==> config.mk <==
export PLATFORM = sky130hd
export DESIGN_NAME = axi4_lite_slave_mem_flat
export DESIGN_NICKNAME = d
export VERILOG_FILES = /design/src/rtl/axi4_lite_slave_pkg.sv /design/src/rtl/axi4_lite_slave_mem_if.sv /design/src/rtl/axi4_lite_slave_regfile.sv /design/src/rtl/axi4_lite_slave_mem.sv /design/src/flat_wrapper.sv
export SDC_FILE = /design/constraint.sdc
export NUM_CORES = 2
export LEC_CHECK = 0
export CAP_MARGIN = 20
export CORE_ASPECT_RATIO = 1.75
export CORE_MARGIN = 2
export CORE_UTILIZATION = 25
export DETAILED_ROUTE_END_ITERATION = 6
export PLACE_DENSITY = 0.4
export SKIP_CTS_REPAIR_TIMING = 1
export SLEW_MARGIN = 20
export SYNTH_ARGS = -nofsm -noshare
export SYNTH_HDL_FRONTEND = slang
export SYNTH_SLANG_ARGS = --single-unit
==> constraint.sdc <==
create_clock -name ACLK -period 7.7 [get_ports ACLK]
set_input_delay 2.31 -clock ACLK [delete_from_list [all_inputs] [get_ports ACLK]]
set_output_delay 2.31 -clock ACLK [all_outputs]
set_load 0.02 [all_outputs]
==> src/rtl/axi4_lite_slave_pkg.sv <==
// Shared defaults and FSM state types for the AXI4-Lite slave memory.
package axi4_lite_slave_pkg;

    localparam int unsigned DEFAULT_ADDR_WIDTH = 32;
    localparam int unsigned DEFAULT_DATA_WIDTH = 32;
    localparam int unsigned DEFAULT_MEM_WORDS  = 64;

    typedef enum logic {W_IDLE, W_RESP} wr_state_t;
    typedef enum logic {R_IDLE, R_DATA} rd_state_t;

endpackage

==> src/rtl/axi4_lite_slave_mem_if.sv <==
// AXI4-Lite bus bundle (no response-code signals) with master/slave views.
interface axi4_lite_slave_mem_if
    import axi4_lite_slave_pkg::*;
#(
    parameter int unsigned ADDR_WIDTH = DEFAULT_ADDR_WIDTH,
    parameter int unsigned DATA_WIDTH = DEFAULT_DATA_WIDTH
) ();

    logic [ADDR_WIDTH-1:0]   AWADDR;
    logic                    AWVALID;
    logic                    AWREADY;
    logic [DATA_WIDTH-1:0]   WDATA;
    logic [DATA_WIDTH/8-1:0] WSTRB;
    logic                    WVALID;
    logic                    WREADY;
    logic                    BVALID;
    logic                    BREADY;
    logic [ADDR_WIDTH-1:0]   ARADDR;
    logic                    ARVALID;
    logic                    ARREADY;
    logic [DATA_WIDTH-1:0]   RDATA;
    logic                    RVALID;
    logic                    RREADY;

    modport master (
        output AWADDR, AWVALID, WDATA, WSTRB, WVALID, BREADY, ARADDR, ARVALID, RREADY,
        input  AWREADY, WREADY, BVALID, ARREADY, RDATA, RVALID
    );

    modport slave (
        input  AWADDR, AWVALID, WDATA, WSTRB, WVALID, BREADY, ARADDR, ARVALID, RREADY,
        output AWREADY, WREADY, BVALID, ARREADY, RDATA, RVALID
    );

endinterface

==> src/rtl/axi4_lite_slave_regfile.sv <==
// Word array with one byte-strobed write port and one registered read port.
// AXIL_MEM_CLEAR_EN: reset also zeroes every word (otherwise only the read register resets).
module axi4_lite_slave_regfile
    import axi4_lite_slave_pkg::*;
#(
    parameter int unsigned DATA_WIDTH = DEFAULT_DATA_WIDTH,
    parameter int unsigned MEM_WORDS  = DEFAULT_MEM_WORDS,
    localparam int unsigned IDX_WIDTH  = $clog2(MEM_WORDS),
    localparam int unsigned STRB_WIDTH = DATA_WIDTH / 8
) (
    input  logic                  clk,
    input  logic                  rst,
    input  logic                  we,
    input  logic [IDX_WIDTH-1:0]  waddr,
    input  logic [DATA_WIDTH-1:0] wdata,
    input  logic [STRB_WIDTH-1:0] wstrb,
    input  logic                  re,
    input  logic [IDX_WIDTH-1:0]  raddr,
    output logic [DATA_WIDTH-1:0] rdata
);

    logic [DATA_WIDTH-1:0] mem [MEM_WORDS];

`ifdef AXIL_MEM_CLEAR_EN
    always_ff @(posedge clk) begin
        if (rst) begin
            for (int unsigned w = 0; w < MEM_WORDS; w++) begin
                mem[w] <= '0;
            end
        end else if (we) begin
            for (int unsigned i = 0; i < STRB_WIDTH; i++) begin
                if (wstrb[i]) mem[waddr][i*8 +: 8] <= wdata[i*8 +: 8];
            end
        end
    end
`else
    always_ff @(posedge clk) begin
        if (we) begin
            for (int unsigned i = 0; i < STRB_WIDTH; i++) begin
                if (wstrb[i]) mem[waddr][i*8 +: 8] <= wdata[i*8 +: 8];
            end
        end
    end
`endif

    // Non-blocking write above means a same-edge read sees the old word.
    always_ff @(posedge clk) begin
        if (rst) begin
            rdata <= '0;
        end else if (re) begin
            rdata <= mem[raddr];
        end
    end

endmodule

==> src/rtl/axi4_lite_slave_mem.sv <==
// AXI4-Lite slave memory: independent write/read FSMs around a byte-writable regfile.
// AXIL_MEM_CLEAR_EN selects whether reset also clears the memory contents.
module axi4_lite_slave_mem
    import axi4_lite_slave_pkg::*;
#(
    parameter int unsigned ADDR_WIDTH = DEFAULT_ADDR_WIDTH,
    parameter int unsigned DATA_WIDTH = DEFAULT_DATA_WIDTH,
    parameter int unsigned MEM_WORDS  = DEFAULT_MEM_WORDS
) (
    input  logic ACLK,
    input  logic ARESETn,
    axi4_lite_slave_mem_if.slave bus
);

    localparam int unsigned IDX_WIDTH  = $clog2(MEM_WORDS);
    localparam int unsigned STRB_WIDTH = DATA_WIDTH / 8;

    wr_state_t wr_state, wr_state_nxt;
    rd_state_t rd_state, rd_state_nxt;

    logic                  ready_en;
    logic                  aw_held, w_held;
    logic [IDX_WIDTH-1:0]  aw_idx_q;
    logic [DATA_WIDTH-1:0] w_data_q;
    logic [STRB_WIDTH-1:0] w_strb_q;

    logic                  aw_fire, w_fire, ar_fire, commit;
    logic                  mem_we, mem_re;
    logic [IDX_WIDTH-1:0]  wr_idx;
    logic [DATA_WIDTH-1:0] wr_data;
    logic [STRB_WIDTH-1:0] wr_strb;
    logic                  addr_unused;

    // ready_en keeps all READYs low on the reset edge and raises them one edge later.
    assign bus.AWREADY = ready_en && (wr_state == W_IDLE) && !aw_held;
    assign bus.WREADY  = ready_en && (wr_state == W_IDLE) && !w_held;
    assign bus.ARREADY = ready_en && (rd_state == R_IDLE);
    assign bus.BVALID  = (wr_state == W_RESP);
    assign bus.RVALID  = (rd_state == R_DATA);

    assign aw_fire = bus.AWVALID && bus.AWREADY;
    assign w_fire  = bus.WVALID  && bus.WREADY;
    assign ar_fire = bus.ARVALID && bus.ARREADY;

    assign addr_unused = ^{bus.AWADDR[ADDR_WIDTH-1:IDX_WIDTH+2], bus.AWADDR[1:0],
                           bus.ARADDR[ADDR_WIDTH-1:IDX_WIDTH+2], bus.ARADDR[1:0]};

    always_comb begin
        wr_state_nxt = wr_state;
        commit       = 1'b0;
        wr_idx       = aw_held ? aw_idx_q : bus.AWADDR[IDX_WIDTH+1:2];
        wr_data      = w_held  ? w_data_q : bus.WDATA;
        wr_strb      = w_held  ? w_strb_q : bus.WSTRB;
        case (wr_state)
            W_IDLE: begin
                if ((aw_held || aw_fire) && (w_held || w_fire)) begin
                    commit       = 1'b1;
                    wr_state_nxt = W_RESP;
                end
            end
            W_RESP: begin
                if (bus.BREADY) wr_state_nxt = W_IDLE;
            end
        endcase
    end

    always_comb begin
        rd_state_nxt = rd_state;
        case (rd_state)
            R_IDLE: if (ar_fire) rd_state_nxt = R_DATA;
            R_DATA: if (bus.RREADY) rd_state_nxt = R_IDLE;
        endcase
    end

    assign mem_we = commit  && !ARESETn;
    assign mem_re = ar_fire && !ARESETn;

    always_ff @(posedge ACLK) begin
        if (ARESETn) begin
            ready_en <= 1'b0;
            wr_state <= W_IDLE;
            rd_state <= R_IDLE;
            aw_held  <= 1'b0;
            w_held   <= 1'b0;
            aw_idx_q <= '0;
            w_data_q <= '0;
            w_strb_q <= '0;
        end else begin
            ready_en <= 1'b1;
            wr_state <= wr_state_nxt;
            rd_state <= rd_state_nxt;
            if (commit) begin
                aw_held <= 1'b0;
                w_held  <= 1'b0;
            end else begin
                if (aw_fire) begin
                    aw_held  <= 1'b1;
                    aw_idx_q <= bus.AWADDR[IDX_WIDTH+1:2];
                end
                if (w_fire) begin
                    w_held   <= 1'b1;
                    w_data_q <= bus.WDATA;
                    w_strb_q <= bus.WSTRB;
                end
            end
        end
    end

    axi4_lite_slave_regfile #(
        .DATA_WIDTH (DATA_WIDTH),
        .MEM_WORDS  (MEM_WORDS)
    ) u_regfile (
        .clk   (ACLK),
        .rst   (ARESETn),
        .we    (mem_we),
        .waddr (wr_idx),
        .wdata (wr_data),
        .wstrb (wr_strb),
        .re    (mem_re),
        .raddr (bus.ARADDR[IDX_WIDTH+1:2]),
        .rdata (bus.RDATA)
    );

endmodule

==> src/flat_wrapper.sv <==
// flat-port wrapper written by rule: the top's interface ports become plain ports
module axi4_lite_slave_mem_flat import axi4_lite_slave_pkg::*;
#(
    parameter int unsigned ADDR_WIDTH = DEFAULT_ADDR_WIDTH,
    parameter int unsigned DATA_WIDTH = DEFAULT_DATA_WIDTH,
    parameter int unsigned MEM_WORDS  = DEFAULT_MEM_WORDS
)
  (ACLK, ARESETn, bus_AWADDR, bus_AWVALID, bus_WDATA, bus_WSTRB, bus_WVALID, bus_BREADY, bus_ARADDR, bus_ARVALID, bus_RREADY, bus_AWREADY, bus_WREADY, bus_BVALID, bus_ARREADY, bus_RDATA, bus_RVALID);
  axi4_lite_slave_mem_if #(.ADDR_WIDTH(ADDR_WIDTH), .DATA_WIDTH(DATA_WIDTH)) bus_i ();
  input  logic ACLK;
  input  logic ARESETn;
  input wire logic [$bits(bus_i.AWADDR)-1:0] bus_AWADDR;
  input wire logic [$bits(bus_i.AWVALID)-1:0] bus_AWVALID;
  input wire logic [$bits(bus_i.WDATA)-1:0] bus_WDATA;
  input wire logic [$bits(bus_i.WSTRB)-1:0] bus_WSTRB;
  input wire logic [$bits(bus_i.WVALID)-1:0] bus_WVALID;
  input wire logic [$bits(bus_i.BREADY)-1:0] bus_BREADY;
  input wire logic [$bits(bus_i.ARADDR)-1:0] bus_ARADDR;
  input wire logic [$bits(bus_i.ARVALID)-1:0] bus_ARVALID;
  input wire logic [$bits(bus_i.RREADY)-1:0] bus_RREADY;
  output wire logic [$bits(bus_i.AWREADY)-1:0] bus_AWREADY;
  output wire logic [$bits(bus_i.WREADY)-1:0] bus_WREADY;
  output wire logic [$bits(bus_i.BVALID)-1:0] bus_BVALID;
  output wire logic [$bits(bus_i.ARREADY)-1:0] bus_ARREADY;
  output wire logic [$bits(bus_i.RDATA)-1:0] bus_RDATA;
  output wire logic [$bits(bus_i.RVALID)-1:0] bus_RVALID;
  assign bus_i.AWADDR = bus_AWADDR;
  assign bus_i.AWVALID = bus_AWVALID;
  assign bus_i.WDATA = bus_WDATA;
  assign bus_i.WSTRB = bus_WSTRB;
  assign bus_i.WVALID = bus_WVALID;
  assign bus_i.BREADY = bus_BREADY;
  assign bus_i.ARADDR = bus_ARADDR;
  assign bus_i.ARVALID = bus_ARVALID;
  assign bus_i.RREADY = bus_RREADY;
  assign bus_AWREADY = bus_i.AWREADY;
  assign bus_WREADY = bus_i.WREADY;
  assign bus_BVALID = bus_i.BVALID;
  assign bus_ARREADY = bus_i.ARREADY;
  assign bus_RDATA = bus_i.RDATA;
  assign bus_RVALID = bus_i.RVALID;
  axi4_lite_slave_mem #(.ADDR_WIDTH(ADDR_WIDTH), .DATA_WIDTH(DATA_WIDTH), .MEM_WORDS(MEM_WORDS)) u_core (.ACLK(ACLK), .ARESETn(ARESETn), .bus(bus_i));
endmodule
* Word level (Yosys, flattened, before mapping) *
Memory sizes are Yosys's and may differ from the RTL's. A register that Yosys moved wholly into a read port is not among the register bits.
Cells that the tools add are included.

word-level totals
  logic and storage cells = 53
  memories = 1
  register bits after elaboration = 47
  memory bits (writable) = 2,048
  input bits = 107
  output and inout bits = 37

cells by class
  reduce and logical (&&, ||, !) cells = 18
  multiplexer cells = 23
  bitwise operators = 3

memories
  name                  words  bits a word  read ports  clocked after Yosys merged registers in  write ports  RTL line                       RTL
  u_core.u_regfile.mem  64     32           1           1                                        1            axi4_lite_slave_regfile.sv:22  logic [DATA_WIDTH-1:0] mem [MEM_WORDS];

operator list
  operator           number
  $mux 32            1
  $mux 1             18
  $logic_and 1x1->1  10
  $mux 6             1
  $mux 4             1
  $pmux 1 s2         2
  $reduce_and 2->1   2
  $logic_not 1->1    3
  $not 1->1          3
  $logic_or 1x1->1   2
  $reduce_or 2->1    1

* Logic depth before layout (Yosys ltp) *
  depth in word-level cells = 11
  mapped depth = 9
  depth with buffers taken out = 5

* Modules after synthesis *
A second synthesis with hierarchy kept.

second synthesis, totals
  cells, all modules = 4,181
  area total of the unflattened synthesis = 83,583.9 sq um

by module, submodules not included
  module                   cells each  area each (sq um)  sequential area each (sq um)  instances
  axi4_lite_slave_regfile  3,924       81,111.5           62,139.6                      1
  axi4_lite_slave_mem      257         2,472.4            940.9                         1

* Least setup slack after synthesis *
OpenSTA, ideal clock, no wires.

  path type = in2reg
  start point = input port bus_AWVALID
  end point = memory u_core.u_regfile.mem[10][0] in the netlist's numbering (enable)
  path buffers = 1
  arrival = 3.755 ns
  cell stages on the path = 6
  data required time = 7.330 ns
  slack = 3.575 ns
  setup time = 0.370 ns
  cells stage by stage = a21oi_1 or3_1 nor2_1 nand2_1 clkbuf_1 nor2_1

on the way
  cells in the longest elaborated chain, start to end = 8

ends and longest elaborated chain
  item                          RTL line                       RTL
  from (decl)                   flat_wrapper.sv:13             input wire logic [$bits(bus_i.AWVALID)-1:0] bus_AWVALID;
  $logic_and 1x1->1             axi4_lite_slave_mem.sv:41      assign aw_fire = bus.AWVALID && bus.AWREADY;
  $logic_or 1x1->1              axi4_lite_slave_mem.sv:56      if ((aw_held || aw_fire) && (w_held || w_fire)) begin
  $logic_and 1x1->1             axi4_lite_slave_mem.sv:56
  $mux 1                        axi4_lite_slave_mem.sv:56
  $mux 1                        axi4_lite_slave_mem.sv:54      case (wr_state)
  $logic_and 1x1->1             axi4_lite_slave_mem.sv:75      assign mem_we = commit && !ARESETn;
  $mux 1                        axi4_lite_slave_regfile.sv:38  if (we) begin
  $mux 1 (not written as such)  axi4_lite_slave_regfile.sv:40  if (wstrb[i]) mem[waddr][i*8 +: 8] <= wdata[i*8 +: 8];
  to (decl)                     axi4_lite_slave_regfile.sv:22

No other way between the ends.

* Worst setup path in the final report *
  start point = input port bus_AWVALID
  end point = memory u_core.u_regfile.mem[28][17] in the netlist's numbering (enable)

The elaborated chain is that of the path after synthesis.

==> summary.txt <==
Slew HR -> 21.4%
Max Slew Vio Count -> 0
gpl congestion -> 0.762
fin area -> 96800 um^2
TritonCTS clock tree -> done
port buffer count -> 91
WP data required -> 8270 ps
Yosys top cell by area -> edfxtp_1
worst hold start -> u_core.w_data_q[14]
Routed Antenna Nets -> 0
worst path cell trace -> clkdlybuf4s50_1 -> a21oi_1 -> or3_1 -> nor2_1 -> buf_4 -> nand2_2 -> buf_4 -> nor2_1 -> buf_4
synth warn -> 0
Reg clk slew, reported paths -> 60 ps
Psw -> 5.47 mW
vias -> 39400
internal power -> 19.1 mW
r2r startpoint -> u_core.aw_held
RSZ-0062 raised after global routing -> no
WHS Endpoint -> u_core.w_data_q[14]
period utilization -> 65.8%
main area contributors after synthesis -> edfxtp_1 (74%), mux4_2 (15%), dfxtp_1 (1.9%)
status -> finished clean
ratio of cells with drive above 1 in the final layout -> 28.7%
cell mode on critical path -> buf_4
core area -> 329000 um^2
pin count of the biggest net entering global routing -> 78
Comb pwr share -> 5.9%
nets -> 4318
VDD IR-drop max -> 0.180 mV
Hold WC Path Type -> flip-flop to flip-flop
Placement Cell Area -> 90200 um^2
Net Sw Frac -> 22.3%
synthesized area per cell -> 21.3 um^2
Setup Viol. Count Final -> 0
Lkg Pwr -> 29.5 nW
slowest CP cell -> nor2_1
terminus of the critical flop-to-flop path -> u_core.u_regfile.mem[28][17]
CTS buffer count -> 208
total global routing overflow -> 0
Flop pwr share -> 52.4%
synthesized flop and latch total -> 2127
vias in the first global route -> 41800
router iterations before antenna repair -> 6
post-synthesis cell area -> 82600 um^2
die area -> 335000 um^2
area delta synth->final -> 17.3%
CP startpoint kind -> primary input
worst-margin pin slew -> 1180 ps
Site Rows -> 279
initial antenna violation count -> 10
Distinct cells, synth -> 34
most common cell after layout, fill and taps aside -> edfxtp_1
Max Cap Viol -> 0
first-pass GRT wire length -> 354000 um
Synth Flop Type -> edfxtp_1
Post-synth EDFFs -> 2048
commonest non-fill, non-tap cells in the layout -> edfxtp_1 (2048), mux4_2 (556), nor2_1 (289), buf_4 (244), clkbuf_16 (211)
crit end category -> flip-flop
drt via density -> 4.52
clock sink count -> 2127
Iter 0 DRT Violations -> 3480
Pwr Density -> 254 nW/um^2
Max Fclk -> 0.197 GHz
Critical Path AT -> 5640 ps
clock power share -> 41.7%
Worst Skew -> 54.2 ps
Initial Util -> 25.1%
Root Buffer -> clkbuf_16
final WL -> 259000 um
post-DP HPWL -> 167000 um
CP peak stage delay -> 680 ps
Yosys top cell area share -> 74.5%
sequential fraction of the synthesis area -> 76.4%
CTS Buffer Depth -> 4
Die Y -> 764 um
DR WL/cell -> 29.7 um
Async S/R FF share, synth -> 0%
drt drc -> 0
syn nets -> 3978
die span in x -> 438 um
R2R Setup Slk -> 3600 ps
Worst Path Max Fanout -> 40
Gate Count Post-Synth -> 3871
Hold Path Stages -> 2
Total Routing Usage GR -> 15.3%
minimum clock period -> 5070 ps
path type of the worst setup path -> primary input to flip-flop
I/O pin count -> 144
H-tree depth -> 4
r2r worst-path depth -> 8
clk_lat worst skew -> 870 ps
Final Hold Viols -> 0
final setup TNS -> 0 ps
-- worst max-delay path by stage --
stage | start | end | slack (ps) | cells past startpoint
6_report | bus_AWVALID | u_core.u_regfile.mem[28][17] | 2630 | 9
2_1_floorplan | bus_AWVALID | u_core.u_regfile.mem[10][0] | 3580 | 6
5_1_grt | u_core.aw_held | bus_AWREADY | 2540 | 2
3_3_place_gp | bus_AWVALID | u_core.u_regfile.mem[28][22] | 1790 | 9
4_1_cts | u_core.w_held | bus_WREADY | 2610 | 2
3_5_place_dp | bus_AWVALID | u_core.u_regfile.mem[25][23] | 1780 | 9
-- synthesized netlist by cell type (all sizes together), types with 4 or more instances --
cell	n
edfxtp	2048
mux4	556
nor2	291
nand2	172
mux2	128
clkbuf	113
buf	110
a21oi	102
mux2i	100
dfxtp	79
a22oi	48
a32oi	34
o211ai	30
nor2b	11
a22o	6
inv	6
and2	4
nand3	4
nand4b	4
o21ai	4
-- flip-flops by register name, indices dropped and copies added (netlist names) --
name / cells
u_core.aw_held: 1
u_core.aw_idx_q: 6
u_core.bus.BVALID: 1
u_core.bus.RVALID: 1
u_core.ready_en: 1
u_core.u_regfile.mem: 2048
u_core.u_regfile.rdata: 32
u_core.w_data_q: 32
u_core.w_held: 1
u_core.w_strb_q: 4
-- power by group through the flow --
stage / sequential, mW / clock, mW / combinational (mW)
after floorplan: 13.1 / 0 / 0.790
after global placement: 13.1 / 0 / 1.47
after detailed placement: 13.1 / 0 / 1.49
after CTS: 12.9 / 10.6 / 1.49
after global routing: 12.9 / 10.9 / 1.54
final: 12.9 / 10.2 / 1.44
-- routing by layer --
layer / vias up / wire (um) / global-route usage, % / share of wire, %
li1: 16700 / - / - / -
met1: 21400 / 101000 / 18.2 / 39
met2: 958 / 137000 / 27.6 / 53
met3: 341 / 11900 / 2.53 / 4.6
met4: 10 / 9180 / 5.13 / 3.5
met5: - / 68 / 0 / 0.026
-- final cells by class --
class                      count  area [um^2]
antenna                       13         32.5
clock inverter               122         1190
inverter                       6         22.5
timing repair buffer         353         3120
fill                       32100       232000
tap                         4355         5450
clock buffer                 242         5400
multi-input combinational   1515        18500
sequential                  2127        63100
-- through the flow --
stage	worst slack, ps	hold slack, ps	utilization [%]	power, mW	std cells
2_1_floorplan	3580	433	-	13.9	3871
3_3_place_gp	1790	437	27.4	14.6	8356
3_5_place_dp	1780	443	27.4	14.6	8356
4_1_cts	2610	453	29.4	24.9	8720
5_1_grt	2540	469	29.4	25.3	8721
6_report	2630	450	29.4	24.5	8733
-- cell families (layout without fill, tap and decap cells) --
family / count (synthesis) / after routing / share of synthesized area (%)
other cells: 0 / 13 / 0
flops: 2127 / 2127 / 76.4
mux: 784 / 784 / 18.1
simple gates: 498 / 498 / 2.38
buf+inv: 229 / 723 / 1.24
compound gates: 233 / 233 / 1.87
-- worst max-delay path, delay by kind of cell --
kind | cells | cell delay [ps]
buffers and inverters | 4 | 1490
AO/OA/AOI/OAI | 1 | 100
AND/OR/NAND/NOR | 4 | 1630
(Power assumes the default switching activity.)
